===== config.mk =====
export PLATFORM = sky130hd
export DESIGN_NAME = serial_addsub
export DESIGN_NICKNAME = d
export VERILOG_FILES = /design/src/rtl/serial_addsub.sv
export SDC_FILE = /design/constraint.sdc
export NUM_CORES = 1
export LEC_CHECK = 0
export ABC_AREA = 1
export CORE_MARGIN = 2
export CORE_UTILIZATION = 45
export CTS_BUF_LIST = sky130_fd_sc_hd__clkbuf_16
export CTS_CLUSTER_DIAMETER = 40
export DETAILED_ROUTE_END_ITERATION = 8
export PLACE_DENSITY_LB_ADDON = 0.25
export SLEW_MARGIN = 20
export SYNTH_ARGS = -nofsm -noshare
export SYNTH_HDL_FRONTEND = slang
export SYNTH_SLANG_ARGS = --single-unit

===== constraint.sdc =====
create_clock -name clk -period 1.6 [get_ports clk]
set_input_delay 0.32 -clock clk [delete_from_list [all_inputs] [get_ports clk]]
set_output_delay 0.32 -clock clk [all_outputs]
set_load 0.02 [all_outputs]

===== src/rtl/serial_addsub.sv =====
// Bit-serial adder/subtractor: one result bit per clock, LSB first, with
// registered result, carry, signed overflow and zero flags.
module serial_addsub #(
  parameter int WIDTH = 32
) (
  input  logic             clk,
  input  logic             reset,
  input  logic             start,
  input  logic             sub,
  input  logic [WIDTH-1:0] a,
  input  logic [WIDTH-1:0] b,
  output logic             busy,
  output logic             done,
  output logic [WIDTH-1:0] result,
  output logic             c_out,
  output logic             overflow,
  output logic             zero
);

  localparam int CNT_W = $clog2(WIDTH) + 1;

  typedef enum logic [1:0] {
    ST_IDLE = 2'd0,
    ST_RUN  = 2'd1,
    ST_DONE = 2'd2
  } state_t;

  function automatic logic majority(input logic x, input logic y, input logic z);
    return (x & y) | (x & z) | (y & z);
  endfunction

  state_t             state_r;
  logic [WIDTH-1:0]   a_sr_r;
  logic [WIDTH-1:0]   b_sr_r;
  logic [WIDTH-1:0]   acc_r;
  logic               carry_r;
  logic [CNT_W-1:0]   cnt_r;
  logic               busy_r;
  logic               done_r;
  logic [WIDTH-1:0]   result_r;
  logic               c_out_r;
  logic               overflow_r;
  logic               zero_r;

  logic               sum_bit_s;
  logic               carry_nxt_s;
  logic               cin_msb_s;
  logic [WIDTH-1:0]   acc_nxt_s;
  logic               last_bit_s;
  logic               accept_s;

  // Full-adder slice on the current LSBs and operand-acceptance decode.
  always_comb begin
    sum_bit_s   = a_sr_r[0] ^ b_sr_r[0] ^ carry_r;
    carry_nxt_s = majority(a_sr_r[0], b_sr_r[0], carry_r);
    cin_msb_s   = carry_r;
    acc_nxt_s   = {sum_bit_s, acc_r[WIDTH-1:1]};
    last_bit_s  = (cnt_r == CNT_W'(WIDTH - 1));
    if (start && ((state_r == ST_IDLE) || (state_r == ST_DONE))) begin
      accept_s = 1'b1;
    end else begin
      accept_s = 1'b0;
    end
  end

  // Control FSM, operand/accumulator shifting and output register update.
  always_ff @(posedge clk) begin
    if (reset) begin
      state_r    <= ST_IDLE;
      a_sr_r     <= {WIDTH{1'b0}};
      b_sr_r     <= {WIDTH{1'b0}};
      acc_r      <= {WIDTH{1'b0}};
      carry_r    <= 1'b0;
      cnt_r      <= {CNT_W{1'b0}};
      busy_r     <= 1'b0;
      done_r     <= 1'b0;
      result_r   <= {WIDTH{1'b0}};
      c_out_r    <= 1'b0;
      overflow_r <= 1'b0;
      zero_r     <= 1'b0;
    end else begin
      case (state_r)
        ST_IDLE, ST_DONE: begin
          done_r <= 1'b0;
          if (accept_s) begin
            // Subtraction is a + ~b + 1: invert b here, seed the carry with sub.
            a_sr_r  <= a;
            b_sr_r  <= b ^ {WIDTH{sub}};
            carry_r <= sub;
            acc_r   <= {WIDTH{1'b0}};
            cnt_r   <= {CNT_W{1'b0}};
            busy_r  <= 1'b1;
            state_r <= ST_RUN;
          end else begin
            busy_r  <= 1'b0;
            state_r <= ST_IDLE;
          end
        end
        ST_RUN: begin
          a_sr_r  <= {1'b0, a_sr_r[WIDTH-1:1]};
          b_sr_r  <= {1'b0, b_sr_r[WIDTH-1:1]};
          acc_r   <= acc_nxt_s;
          carry_r <= carry_nxt_s;
          cnt_r   <= cnt_r + CNT_W'(1);
          if (last_bit_s) begin
            busy_r     <= 1'b0;
            done_r     <= 1'b1;
            result_r   <= acc_nxt_s;
            c_out_r    <= carry_nxt_s;
            overflow_r <= cin_msb_s ^ carry_nxt_s;
            zero_r     <= (acc_nxt_s == {WIDTH{1'b0}});
            state_r    <= ST_DONE;
          end else begin
            busy_r     <= 1'b1;
            done_r     <= 1'b0;
            state_r    <= ST_RUN;
          end
        end
        default: begin
          busy_r  <= 1'b0;
          done_r  <= 1'b0;
          state_r <= ST_IDLE;
        end
      endcase
    end
  end

  assign busy     = busy_r;
  assign done     = done_r;
  assign result   = result_r;
  assign c_out    = c_out_r;
  assign overflow = overflow_r;
  assign zero     = zero_r;

endmodule


== Word-level counts from Yosys, hierarchy flattened ==
Cells that the tools add are included.
Cells by class
  $add $sub $neg: 1
  eq/ne operators: 4
  bitwise gates (word level): 10
  mux-type cells: 18
  reduce and logical (&&, ||, !) cells: 9
Operators by type and width (count)
  $pmux 32 s2: 3
  $mux 32: 3
  $logic_not 32->1: 1
  $xor 32x32->32: 1
  $pmux 6 s2: 1
  $add 6x1->6 const B: 1
  $eq 6x5->1 const B: 1
  $mux 1: 6
  $mux 6: 1
  $pmux 1 s2: 2
  $pmux 2 s2: 1
  $reduce_and 2->1: 2
  $reduce_or 2->1: 2
  $and 1x1->1: 3
  $xor 1x1->1: 3
  $eq 2x1->1 const B: 1
  $eq 2x2->1 const B: 1
  $logic_not 2->1: 1
  $mux 2: 1
  $ne 2x2->1 const B: 1
  $or 1x1->1: 2
  $reduce_bool 2->1: 1
  $logic_and 1x1->1: 1
  $logic_or 1x1->1: 1
  $not 1->1: 1
Storage, ports and cells
  output and inout bits: 37
  input port bits: 68
  flip-flop bits (word level): 142
  word-level logic and storage cells: 54

== Logic depth before layout (Yosys ltp) ==
  depth after elaboration: 6
  depth in mapped cells: 9
  mapped depth without buffers: 8

== Worst setup path after synthesis ==
Ideal clock, no wire load.
  kind: register to register
  start point: register cnt_r[0]
  end point: register result_r[2] (netlist: result[2])
  clock period less this slack: 1.349 ns
  stages on the path, launching flop included: 9
  data arrival time: 1.237 ns
  buffers on the path: 2
  library setup time: 0.112 ns
  setup slack: 0.251 ns
  required time: 1.488 ns
  cells stage by stage: dfxtp_1 > ha_1 > nand2_2 > nor2_4 > nand4_4 > buf_6 > buf_6 > nand3_1 > nand2_1
On the way
  cells in the longest elaborated chain, start to end: 2
RTL lines
  start, declared: RTL line 37  | logic [CNT_W-1:0] cnt_r;
  start signal, assigned: RTL line 74  | cnt_r <= {CNT_W{1'b0}};
  start signal, assigned: RTL line 91  | cnt_r <= {CNT_W{1'b0}};
  start signal, assigned: RTL line 104  | cnt_r <= cnt_r + CNT_W'(1);
  $eq 6x5->1: RTL line 58  | last_bit_s = (cnt_r == CNT_W'(WIDTH - 1));
  $reduce_and 2->1 (no line)
  end signal, assigned: RTL line 77  | result_r <= {WIDTH{1'b0}};
  end signal, assigned: RTL line 108  | result_r <= acc_nxt_s;
  end, declared: RTL line 40  | logic [WIDTH-1:0] result_r;
No other way between the ends.
A chain may end at the register's enable or synchronous reset.

==> impl_metrics.csv <==
group,metric,value,unit
routing,vias,5410,
critical_path,critPathLaunchType,"flip-flop",
global_routing,grt_pass1_wl,22340,µm
final_layout,areaGrowthSynthToFinish,28.73,%
global_routing,gr-total-overflow,0,
timing,skew,4.415,ps
timing,rsz0062_at_grt,"no",
global_routing,track_usage,19.12,%
power_and_ir_drop,peakVddDrop,0.7058,mV
timing,setup_slack,108.0,ps
timing,period_minus_slack,1492,ps
min_path,holdCritStartpoint,"reset",
cts,cts_buffers,17,
run_status,status,"completed",
routing,routed_via_density,4.809,
timing,max-slew-margin-rel,78.07,%
global_routing,met3_usage,4.071,%
timing,finalCritPeriodShare,93.25,%
die,core,13140,µm²
routing,drcViolationCount,0,
critical_path,r2r-start,"state_r[0]",
die,fp.dieH,119.3,µm
timing,finalHoldViolCount,0,
critical_path,critPathLaunch,"state_r[0]",
logic_synthesis,synth.top_cells.by_area,"dfxtp_1, nand2_1, nand3_1",
die,die-area,14240,µm²
final_layout,drive_above_1_share,6.744,%
critical_path,worstPathMaxFanout,3,
cts,cts.clk_slew.worst_paths,50,ps
timing,setup_violations,0,
timing,finalMaxSlewViolations,0,
global_routing,grt_util_met1,25.02,%
critical_path,arrival,1170,ps
logic_synthesis,syn_inst,847,
final_layout,fin_nets,1007,
die,fp.dieW,119.3,µm
global_routing,grt_use_met2,30.82,%
run,drv_cap,0,
cts,tritoncts,"yes",
routing,totalWireLength,12940,µm
cts,ctsHoldBuffers,0,
timing,fmax,670.2,MHz
critical_path,crit_family,"flip-flops",
critical_path,cp_cell_sequence,"dlygate4sd2_1",
power_and_ir_drop,power,8187,µW
cts,clk_latency,410,ps
logic_synthesis,yosysUniqueCellTypes,24,
placement,dp_slack,-102.5,ps
cts,htreeDepth,4,
critical_path,crit_path_end_kind,"primary output",
logic_synthesis,synth.top_cell.area_share,46.83,%
logic_synthesis,synth-seq-cells,140,
die,io_pins,105,
cts,clock_path_buffers,2,
routing,first_pass_iters,5,
logic_synthesis,syn_avg_cell_area,7.066,µm²
critical_path,slowest_stage,"dfxtp_1",
logic_synthesis,syn_area,5984,µm²
min_path,min_path_type,"input pin to flip-flop",
routing,drtIter0Drc,320,
placement,gp_congestion,0.7713,
critical_path,cp.required,1280,ps
logic_synthesis,synth_area_leader_cell,"dfxtp_1",
final_layout,antenna_cells,0,
logic_synthesis,synthesis.nets,917,
final_layout,mostFrequentLayoutCell,"nand2_1",
logic_synthesis,yosysSeqAreaShare,46.83,%
global_routing,antenna_found_initial,0,
critical_path,critical_path_class,"flip-flop to primary output",
die,start_util,45.55,%
power_and_ir_drop,p_per_area,1063,nW/µm²
routing,ant_nets,0,
routing,wl_per_cell,11.50,µm
cts,cts_root_buf,"clkbuf_16",
logic_synthesis,yosys_warnings,0,
power_and_ir_drop,p_leak,0.003505,µW
die,num_rows,42,
timing,tightest_slew,328.9,ps
placement,io_buffer_count,104,
critical_path,max_stage_delay,400,ps
cts,clock-sinks,140,
critical_path,timing.critical_path.buf_inv,1,
timing,hold-worst-slack,223.8,ps
placement,dp_hpwl,8486,µm
global_routing,first_global_vias,4982,
global_routing,grt_start_max_net_pins,78,
final_layout,post-route-util,58.64,%
final_layout,layout_common_cells,"nand2_1, dfxtp_1, clkdlybuf4s50_1",
global_routing,top_usage_layer,"met2",
==> sequential cells by signal (all words and copies together), names as in the netlist <==
signal	cells
carry_r	1
state_r	2
overflow	1
b_sr_r	32
a_sr_r	32
c_out	1
acc_r	31
result	32
cnt_r	6
zero	1
done	1
==> per-layer routing <==
layer  wire, µm  share of wire, %
met5          0                 0
met4        218               1.7
met2       5857                45
met1       6363                49
met3        502               3.9
==> cell type report <==
cell class	count	area [µm²]
clock buffers	17	425.4
repair buffers	126	1274
inverters	41	155.1
multi-input cells	611	2713
fillers	1285	5434
clock inverters	14	112.6
well taps	176	220.2
flip-flops and latches	140	2804
==> cell families after synthesis <==
logic type	Yosys count	share of synthesized area, %
and+or+nand+nor	499	34.10
DFF	140	46.83
AOI/OAI and AO/OA	97	8.781
buffers and inverters	96	7.840
xor gates and xnor gates	13	1.903
adders and majority gates	2	0.5436
==> metrics by stage <==
step | setup TNS, ps | cell area [µm²] | instances
floorplan | 0 | 5984 | 847
global placement | -2456 | 7199 | 1094
detailed placement | -3336 | 7199 | 1094
CTS | 0 | 7691 | 1125
global route | 0 | 7704 | 1125
finish | 0 | 7704 | 1125
==> path summary, 6_finish.rpt <==
check              end  slack [ps]  cells after the start
min reg2reg   cnt_r[0]         450                      1
max               busy         110                      1
max reg2reg  b_sr_r[3]         160                      9
min          acc_r[30]         220                      2
==> cell usage after synthesis, drive strengths merged <==
master	count
a21oi	49
a31oi	32
buf	45
clkbuf	10
clkinv	1
dfxtp	140
fa	1
ha	1
inv	40
nand2	379
nand3	65
nand4	1
nor2	52
nor3	2
o21ai	16
xor2	13
==> where the power goes <==
part | internal [µW] | total (µW) | switching (µW) | leakage, µW
Sequential | 3620 | 3700 | 73.0 | 0.00114
Clock | 2220 | 3600 | 1380 | 0.000270
Combinational | 401 | 888 | 487 | 0.00210
Total | 6250 | 8190 | 1940 | 0.00350
==> timing repair <==
item                                    in CTS  in global routing
buffers inserted                             0                  0
endpoints found under the setup margin      37                 33
resized for setup                           37                  4
pin swaps                                    0                  0
No activity file was read; power rests on OpenSTA's default activity.
